### src/rtl/mem_xfer_pkg.sv
// Shared definitions for the memory transfer request/acknowledge path:
// dispatcher state encoding and the write/read direction constants.
package mem_xfer_pkg;

    typedef logic [1:0] state_t;

    localparam state_t ST_IDLE     = 2'd0;
    localparam state_t ST_XMIT_REQ = 2'd1;
    localparam state_t ST_CONT_REQ = 2'd2;
    localparam state_t ST_TERM     = 2'd3;

    localparam logic WR = 1'b1;
    localparam logic RD = 1'b0;

endpackage

### src/rtl/mem_cont_rd_tracker.sv
// Continuous-read window bookkeeping: the expected next address, the
// end-of-transfer carry (address wrap) and the idle timeout counter.
module mem_cont_rd_tracker #(
    parameter int ADDR_W = 32,
    parameter int LEN_W  = 8,
    parameter int TMO_W  = 16
) (
    input  logic              clk,
    input  logic              rst,
    input  logic              load_next,
    input  logic [ADDR_W-1:0] cap_addr,
    input  logic [LEN_W-1:0]  cap_btcnt,
    input  logic [ADDR_W-1:0] cmp_addr,
    input  logic              tmo_run,
    input  logic              tmo_clr,
    input  logic [TMO_W-1:0]  tmo_limit,
    output logic              addr_match,
    output logic              tmo_expire,
    output logic              wrap
);

    logic [ADDR_W-1:0] next_addr_reg;
    logic [TMO_W-1:0]  tmo_cnt_reg;
    logic [LEN_W:0]    len_ext;
    logic [ADDR_W:0]   end_sum;

    // A zero byte count stands for the full 2^LEN_W bytes.
    assign len_ext    = (cap_btcnt == '0) ? {1'b1, {LEN_W{1'b0}}} : {1'b0, cap_btcnt};
    assign end_sum    = {1'b0, cap_addr} + {{(ADDR_W - LEN_W){1'b0}}, len_ext};
    assign wrap       = end_sum[ADDR_W];
    assign addr_match = (cmp_addr == next_addr_reg);
    assign tmo_expire = (tmo_cnt_reg == tmo_limit);

    // Remember where the open window would continue after an accepted read.
    always_ff @(posedge clk or posedge rst) begin
        if (rst) begin
            next_addr_reg <= '0;
        end else if (load_next) begin
            next_addr_reg <= end_sum[ADDR_W-1:0];
        end
    end

    // Idle timer: cleared outside IDLE, counts idle cycles, saturates at all-ones.
    always_ff @(posedge clk or posedge rst) begin
        if (rst) begin
            tmo_cnt_reg <= '0;
        end else if (tmo_clr) begin
            tmo_cnt_reg <= '0;
        end else if (tmo_run && (tmo_cnt_reg != '1)) begin
            tmo_cnt_reg <= tmo_cnt_reg + TMO_W'(1);
        end
    end

endmodule

### src/rtl/mem_mr_xfer_req_dispatcher.sv
// Routes one AXI-side transfer request to the XMIT engine or, for an
// address-contiguous read inside an open window, to RCV_CNTRL; closes the
// window on write, non-contiguous read, disable or idle timeout.
module mem_mr_xfer_req_dispatcher
    import mem_xfer_pkg::*;
#(
    parameter int ADDR_W = 32,
    parameter int LEN_W  = 8,
    parameter int TMO_W  = 16
) (
    input  logic              mem_clk,
    input  logic              mem_rst,
    input  logic              mem_mr_xfer_valid,
    input  logic              mem_mr_xfer_wr_rd,
    input  logic [ADDR_W-1:0] mem_mr_xfer_addr,
    input  logic [LEN_W-1:0]  mem_mr_xfer_btcnt,
    input  logic              cont_rd_en,
    input  logic [TMO_W-1:0]  cont_rd_tmo,
    output logic              xmittr_req,
    input  logic              xmittr_ack,
    output logic              cont_rd_req,
    input  logic              cont_rd_ack,
    output logic              cont_wr_rd_req,
    output logic              cont_rd_term,
    input  logic              cont_rd_term_ack,
    output logic              cont_rd_active
);

    state_t            state_reg, state_next;
    logic              active_reg, active_next;
    logic              wr_rd_reg;
    logic [ADDR_W-1:0] addr_reg;
    logic [LEN_W-1:0]  btcnt_reg;
    logic              capture, load_next;
    logic              addr_match, tmo_expire, wrap;
    logic              tmo_run, tmo_clr;

    assign tmo_clr        = (state_reg != ST_IDLE);
    assign tmo_run        = (state_reg == ST_IDLE) && active_reg && !mem_mr_xfer_valid;
    assign cont_rd_active = active_reg;

    mem_cont_rd_tracker #(
        .ADDR_W (ADDR_W),
        .LEN_W  (LEN_W),
        .TMO_W  (TMO_W)
    ) u_tracker (
        .clk        (mem_clk),
        .rst        (mem_rst),
        .load_next  (load_next),
        .cap_addr   (addr_reg),
        .cap_btcnt  (btcnt_reg),
        .cmp_addr   (mem_mr_xfer_addr),
        .tmo_run    (tmo_run),
        .tmo_clr    (tmo_clr),
        .tmo_limit  (cont_rd_tmo),
        .addr_match (addr_match),
        .tmo_expire (tmo_expire),
        .wrap       (wrap)
    );

    // Next-state, window and capture decisions; acks outside their state are ignored.
    always_comb begin
        state_next  = state_reg;
        active_next = active_reg;
        capture     = 1'b0;
        load_next   = 1'b0;
        case (state_reg)
            ST_IDLE: begin
                if (mem_mr_xfer_valid) begin
                    capture = 1'b1;
                    if (!active_reg) begin
                        state_next = ST_XMIT_REQ;
                    end else if ((mem_mr_xfer_wr_rd == RD) && cont_rd_en && addr_match) begin
                        state_next = ST_CONT_REQ;
                    end else begin
                        state_next = ST_TERM;
                    end
                end else if (active_reg && (tmo_expire || !cont_rd_en)) begin
                    state_next = ST_TERM;
                end
            end
            ST_XMIT_REQ: begin
                if (xmittr_ack) begin
                    state_next = ST_IDLE;
                    if ((wr_rd_reg == RD) && cont_rd_en) begin
                        load_next   = 1'b1;
                        active_next = !wrap;
                    end
                end
            end
            ST_CONT_REQ: begin
                if (cont_rd_ack) begin
                    state_next = ST_IDLE;
                    load_next  = 1'b1;
                    if (wrap) begin
                        active_next = 1'b0;
                    end
                end
            end
            default: begin
                if (cont_rd_term_ack) begin
                    state_next  = ST_IDLE;
                    active_next = 1'b0;
                end
            end
        endcase
    end

    // State, window flag and registered outputs decoded from the next state.
    always_ff @(posedge mem_clk or posedge mem_rst) begin
        if (mem_rst) begin
            state_reg      <= ST_IDLE;
            active_reg     <= 1'b0;
            xmittr_req     <= 1'b0;
            cont_rd_req    <= 1'b0;
            cont_wr_rd_req <= 1'b0;
            cont_rd_term   <= 1'b0;
        end else begin
            state_reg      <= state_next;
            active_reg     <= active_next;
            xmittr_req     <= (state_next == ST_XMIT_REQ);
            cont_rd_req    <= (state_next == ST_CONT_REQ);
            cont_wr_rd_req <= (state_next == ST_CONT_REQ);
            cont_rd_term   <= (state_next == ST_TERM);
        end
    end

    // Hold the request fields that the engines and the end-address sum work from.
    always_ff @(posedge mem_clk or posedge mem_rst) begin
        if (mem_rst) begin
            wr_rd_reg <= 1'b0;
            addr_reg  <= '0;
            btcnt_reg <= '0;
        end else if (capture) begin
            wr_rd_reg <= mem_mr_xfer_wr_rd;
            addr_reg  <= mem_mr_xfer_addr;
            btcnt_reg <= mem_mr_xfer_btcnt;
        end
    end

endmodule

### config.mk
export PLATFORM = sky130hd
export DESIGN_NAME = mem_mr_xfer_req_dispatcher
export DESIGN_NICKNAME = d
export VERILOG_FILES = /design/src/rtl/mem_xfer_pkg.sv /design/src/rtl/mem_cont_rd_tracker.sv /design/src/rtl/mem_mr_xfer_req_dispatcher.sv
export SDC_FILE = /design/constraint.sdc
export NUM_CORES = 1
export LEC_CHECK = 0
export ABC_AREA = 1
export CAP_MARGIN = 30
export CORE_MARGIN = 2
export CORE_UTILIZATION = 51
export DETAILED_ROUTE_END_ITERATION = 7
export GPL_TIMING_DRIVEN = 0
export PLACE_DENSITY_LB_ADDON = 0.05
export SETUP_SLACK_MARGIN = 0.05
export SLEW_MARGIN = 20
export SYNTH_ARGS = -nofsm -noshare
export SYNTH_HDL_FRONTEND = slang
export SYNTH_SLANG_ARGS = --single-unit
### constraint.sdc
create_clock -name mem_clk -period 3 [get_ports mem_clk]
set_input_delay 0.45 -clock mem_clk [delete_from_list [all_inputs] [get_ports mem_clk]]
set_output_delay 0.45 -clock mem_clk [all_outputs]
set_load 0.03 [all_outputs]
; Word-level counts from Yosys, hierarchy flattened
; Index checks and enable logic that the tools add are counted.
[totals]
reg_bits = 95
output_inout_bits = 5
word_cells = 67
[op_classes]
n_addsub = 2
eq_ne = 12
mux = 23
n_bitwise = 3
n_reduce_logical = 17
[ops]
columns = op, count
row1 = $add A32 B9 Y33, 1
row2 = $eq A32 B32 Y1, 1
row3 = $mux W16, 2
row4 = $add A16 B1 Y16 const B, 1
row5 = $eq A16 B16 Y1, 1
row6 = $ne A16 B16 Y1 const B, 1
row7 = $mux W2, 6
row8 = $mux W1, 11
row9 = $mux W9, 1
row10 = $logic_not A8 Y1, 1
row11 = $logic_and A1 B1 Y1, 7
row12 = $eq A2 B2 Y1 const B, 3
row13 = $ne A2 B2 Y1 const B, 3
row14 = $pmux W2 S3, 1
row15 = $reduce_and A6 Y1, 1
row16 = $eq A2 B1 Y1 const B, 2
row17 = $reduce_bool A2 Y1, 2
row18 = $logic_not A1 Y1, 3
row19 = $not A1 Y1, 3
row20 = $pmux W1 S3, 1
row21 = $reduce_bool A3 Y1, 1
row22 = $logic_not A2 Y1, 1
row23 = $ne A2 B1 Y1 const B, 1
row24 = $pmux W1 S2, 1
row25 = $logic_or A1 B1 Y1, 1

; Logic depth before layout (Yosys ltp)
[depth]
ltp_word = 8
depth_mapped = 14
ltp_nobuf = 14

; Cells and area by module
; From an unflattened synthesis, not the netlist that was laid out.
[unflattened]
cells_unflattened = 856
area_unflattened_um2 = 6012.0
[modules_own_cells]
columns = mod, n_inst, cells_per_inst, area_per_inst_um2, seq_area_each_um2
row1 = mem_cont_rd_tracker, 1, 616, 4020.1, 1201.2
row2 = mem_mr_xfer_req_dispatcher, 1, 240, 1991.9, 1176.1

; Worst setup path after synthesis
; Ideal clock, no wire load.
[synth_path]
path_type = reg2reg
from = register btcnt_reg[0]
to = register u_tracker.next_addr_reg[22]
setup_ps = 132
arrival_time_ps = 1887
required_ps = 2868
slack_ps = 982
stages_incl_launch_ff = 13
n_path_buf = 0
period_less_slack_ps = 2018
cell_sequence = dfrtp_1 -> ha_1 -> inv_1 -> fa_1 -> inv_1 -> nand2_1 -> o21ai_2 -> a21oi_1 -> o21ai_2 -> nand2_1 -> xor2_1 -> nand2_1 -> o21ai_0
[synth_between]
elab_chain_cells = 3
[synth_lines]
columns = element, line
row1 = from (decl), mem_mr_xfer_req_dispatcher.sv:33  ; logic [LEN_W-1:0] btcnt_reg;
row2 = from (signal assigned), mem_mr_xfer_req_dispatcher.sv:137  ; btcnt_reg <= mem_mr_xfer_btcnt;
row3 = $logic_not A8 Y1, mem_cont_rd_tracker.sv:28  ; assign len_ext = (cap_btcnt == '0) ? {1'b1, {LEN_W{1'b0}}} : {1'b0, cap_btcnt};
row4 = $mux W9 *, mem_cont_rd_tracker.sv:28
row5 = $add A32 B9 Y33 *, mem_cont_rd_tracker.sv:29  ; assign end_sum = {1'b0, cap_addr} + {{(ADDR_W - LEN_W){1'b0}}, len_ext};
row6 = to (signal assigned), mem_cont_rd_tracker.sv:39  ; next_addr_reg <= end_sum[ADDR_W-1:0];
row7 = to (decl), mem_cont_rd_tracker.sv:22  ; logic [ADDR_W-1:0] next_addr_reg;
; Every way passes the cells marked *; elsewhere a longest branch is shown, timed or not.
; A chain may end at the register's enable or synchronous reset.

; Worst setup path in the final report
; Same ends and word-level chain as after synthesis.

==> impl_metrics.env <==
export IMPL_status="completed"
export IMPL_power_leakage_uw=0.00349
export IMPL_final_hold_viol_count=0
export IMPL_p_int_uw=3500
export IMPL_clock_path_buffers=2
export IMPL_core_um2=11400
export IMPL_routabilityCongestion=0.953
export IMPL_fmax_ghz=0.386
export IMPL_yosysWarnings=0
export IMPL_track_usage=0.261
export IMPL_drt_iter0_drc=418
export IMPL_cap_violations=0
export IMPL_antenna_left=0
export IMPL_finalPower_uw=6120
export IMPL_setup_viol=0
export IMPL_ir_drop_mv=0.582
export IMPL_combPwrFrac=0.443
export IMPL_fillers=1095
export IMPL_r2r_start="btcnt_reg[0]"
export IMPL_insertion_delay_ns=0.35
export IMPL_area_growth_pct=20.0
export IMPL_grt_pass1_wl_um=26200
export IMPL_slew_violations=0
export IMPL_hold_class="primary input to async pin"
export IMPL_cts_sinks=95
export IMPL_reg2reg_slack_ns=0.41
export IMPL_cts_root_buf="clkbuf_16"
export IMPL_clockPowerShare=0.187
export IMPL_r2r_end="u_tracker.next_addr_reg[22]"
export IMPL_async_flop_share=1.00
export IMPL_dpl_cell_count=1056
export IMPL_period_needed_ns=2.59
export IMPL_dieHeight_um=112
export IMPL_finClkSkew_ns=0.00427
export IMPL_post_cts_setup_buffers=0
export IMPL_place_ws_ns=0.346
export IMPL_rsz0062_at_grt="no"
export IMPL_switching_power_uw=2630
export IMPL_antenna_found_initial=0
export IMPL_final_common_cell="nand2_1"
export IMPL_dpl_hpwl_um=11400
export IMPL_cts_tree="done"
export IMPL_critPathArrivalTime_ns=2.79
export IMPL_via_per_inst=5.13
export IMPL_antenna_cells=0
export IMPL_synth_flop_cell="dfrtp_1"
export IMPL_relSlewSlack=0.567
export IMPL_gr_total_overflow=0
export IMPL_yosysSeqAreaShare=0.400
export IMPL_via_count=5494
export IMPL_htree_levels=3
export IMPL_cts_resized=0
export IMPL_syn_num_nets=923
export IMPL_routedWlPerCell_um=14.2
export IMPL_cts_buffers=9
export IMPL_timing_final_crit_share=0.863
export IMPL_dpl_cell_area_um2=6830
export IMPL_rr_worst_depth=12
export IMPL_critPathRequiredTime_ns=3.20
export IMPL_dieArea_um2=12500
export IMPL_yosysUniqueCellTypes=34
export IMPL_synthesis_area_um2=5940
export IMPL_die_x_um=112
export IMPL_path_class="register to register"
export IMPL_seq_power_share=0.370
export IMPL_start_kind="register"
export IMPL_worst_pin_slew_ns=0.645
export IMPL_avgSynthCellArea_um2=7.04
export IMPL_fin_ws_ns=0.411
export IMPL_fp_row_count=39
export IMPL_nets=1003
export IMPL_start_util=0.522
export IMPL_routed_wl_um=15200
export IMPL_p_per_area_nw_per_um2=859
export IMPL_drive_gt1_frac=0.0592
export IMPL_swShare=0.429
export IMPL_boundaryPins=69
export IMPL_final_area_um2=7130
export IMPL_cp_max_fo=7
export IMPL_worstSetupEndpointType="register"
export IMPL_final_cell_mix="259 x nand2_1, 124 x inv_1, 95 x dfrtp_1"
export IMPL_drc_errors=0
export IMPL_clk_pin_slew_ns=0.07
export IMPL_grt_start_max_net_pins=56
export IMPL_final_cells=1072
export IMPL_postSynthCellCount=844
export IMPL_port_buffers=68
export IMPL_grt_pass1_vias=5448
export IMPL_ctsHoldBuffers=0
export IMPL_ys_seq_elements=95
export IMPL_dr_pass1_iters=5
export IMPL_synth_edf_count=0
## logic make-up after synthesis
group	count (synthesis)	share of synthesized area
adder cells (fa/ha/maj)	15	0.0329
XOR/XNOR	29	0.0428
multiplexers	12	0.0228
buffers and inverters	147	0.0956
flip-flops	95	0.400
AO/OA/AOI/OAI	111	0.0992
AND/OR/NAND/NOR	435	0.307
## routing by layer
metal	global-route usage	wire [um]	up-vias
met5	0	0	-
met4	0.0823	245	0
met3	0.0452	677	18
met2	0.440	7300	126
met1	0.345	6990	2545
li1	-	-	2805
## worst max-delay path, cell delays in order, from the launching register on
cell and delay (ns):
dfrtp_1 0.40, ha_1 0.20, inv_1 0.06, fa_1 0.41, inv_1 0.07, nand2_1 0.06, o21ai_2 0.24, a21oi_1 0.18
o21ai_2 0.41, nand2_1 0.12, xor2_1 0.16, nand2_1 0.05, o21ai_0 0.08
## worst max-delay path by stage
stage | start | endpoint | depth (start not counted)
after detailed placement | cont_rd_en | u_tracker.next_addr_reg[3] | 8
after global routing | btcnt_reg[0] | u_tracker.next_addr_reg[22] | 12
after CTS | btcnt_reg[0] | u_tracker.next_addr_reg[22] | 12
after floorplan | mem_rst | addr_reg[0] | 1
final | btcnt_reg[0] | u_tracker.next_addr_reg[22] | 12
after global placement | mem_rst | u_tracker.next_addr_reg[21] | 2
## final cells by class
cell class,count,area (um2),area share
timing repair buffer,69,708,0.0994
sequential,95,2380,0.334
clock buffer,14,284,0.0398
clock inverter,2,12.5,0.00176
tap,143,179,0.0251
buffer,21,95.1,0.0133
multi-input combinational,602,2990,0.420
inverter,126,478,0.0671
## Yosys cell counts (12+ instances only)
cell      instances  area (um2)
nand3_1          36         180
nand2_1         259         972
o21ai_0          57         285
clkbuf_1         15        56.3
nor3_1           15        75.1
a21oi_1          30         150
xor2_1           22         193
nand4_1          13        81.3
ha_1             14         175
nor2_1           89         334
mux2_2           12         135
dfrtp_1          95        2380
inv_1           125         469
## metrics by stage
step | TNS, ns | hold slack [ns] | util
6_report | 0 | 0.477 | 0.627
5_1_grt | 0 | 0.516 | 0.627
4_1_cts | 0 | 0.491 | 0.627
3_5_place_dp | 0 | 0.476 | 0.601
3_3_place_gp | -139.58 | 0.474 | 0.598
2_1_floorplan | 0 | 0.453 | -
## power groups by stage
stage | clock [uW] | sequential (uW) | combinational, uW
final | 1140 | 2270 | 2710
after global routing | 1220 | 2340 | 3090
after CTS | 1160 | 2260 | 2710
after detailed placement | 0 | 2280 | 2690
after global placement | 0 | 2260 | 2610
after floorplan | 0 | 2180 | 1960
(Power assumes the default switching activity.)
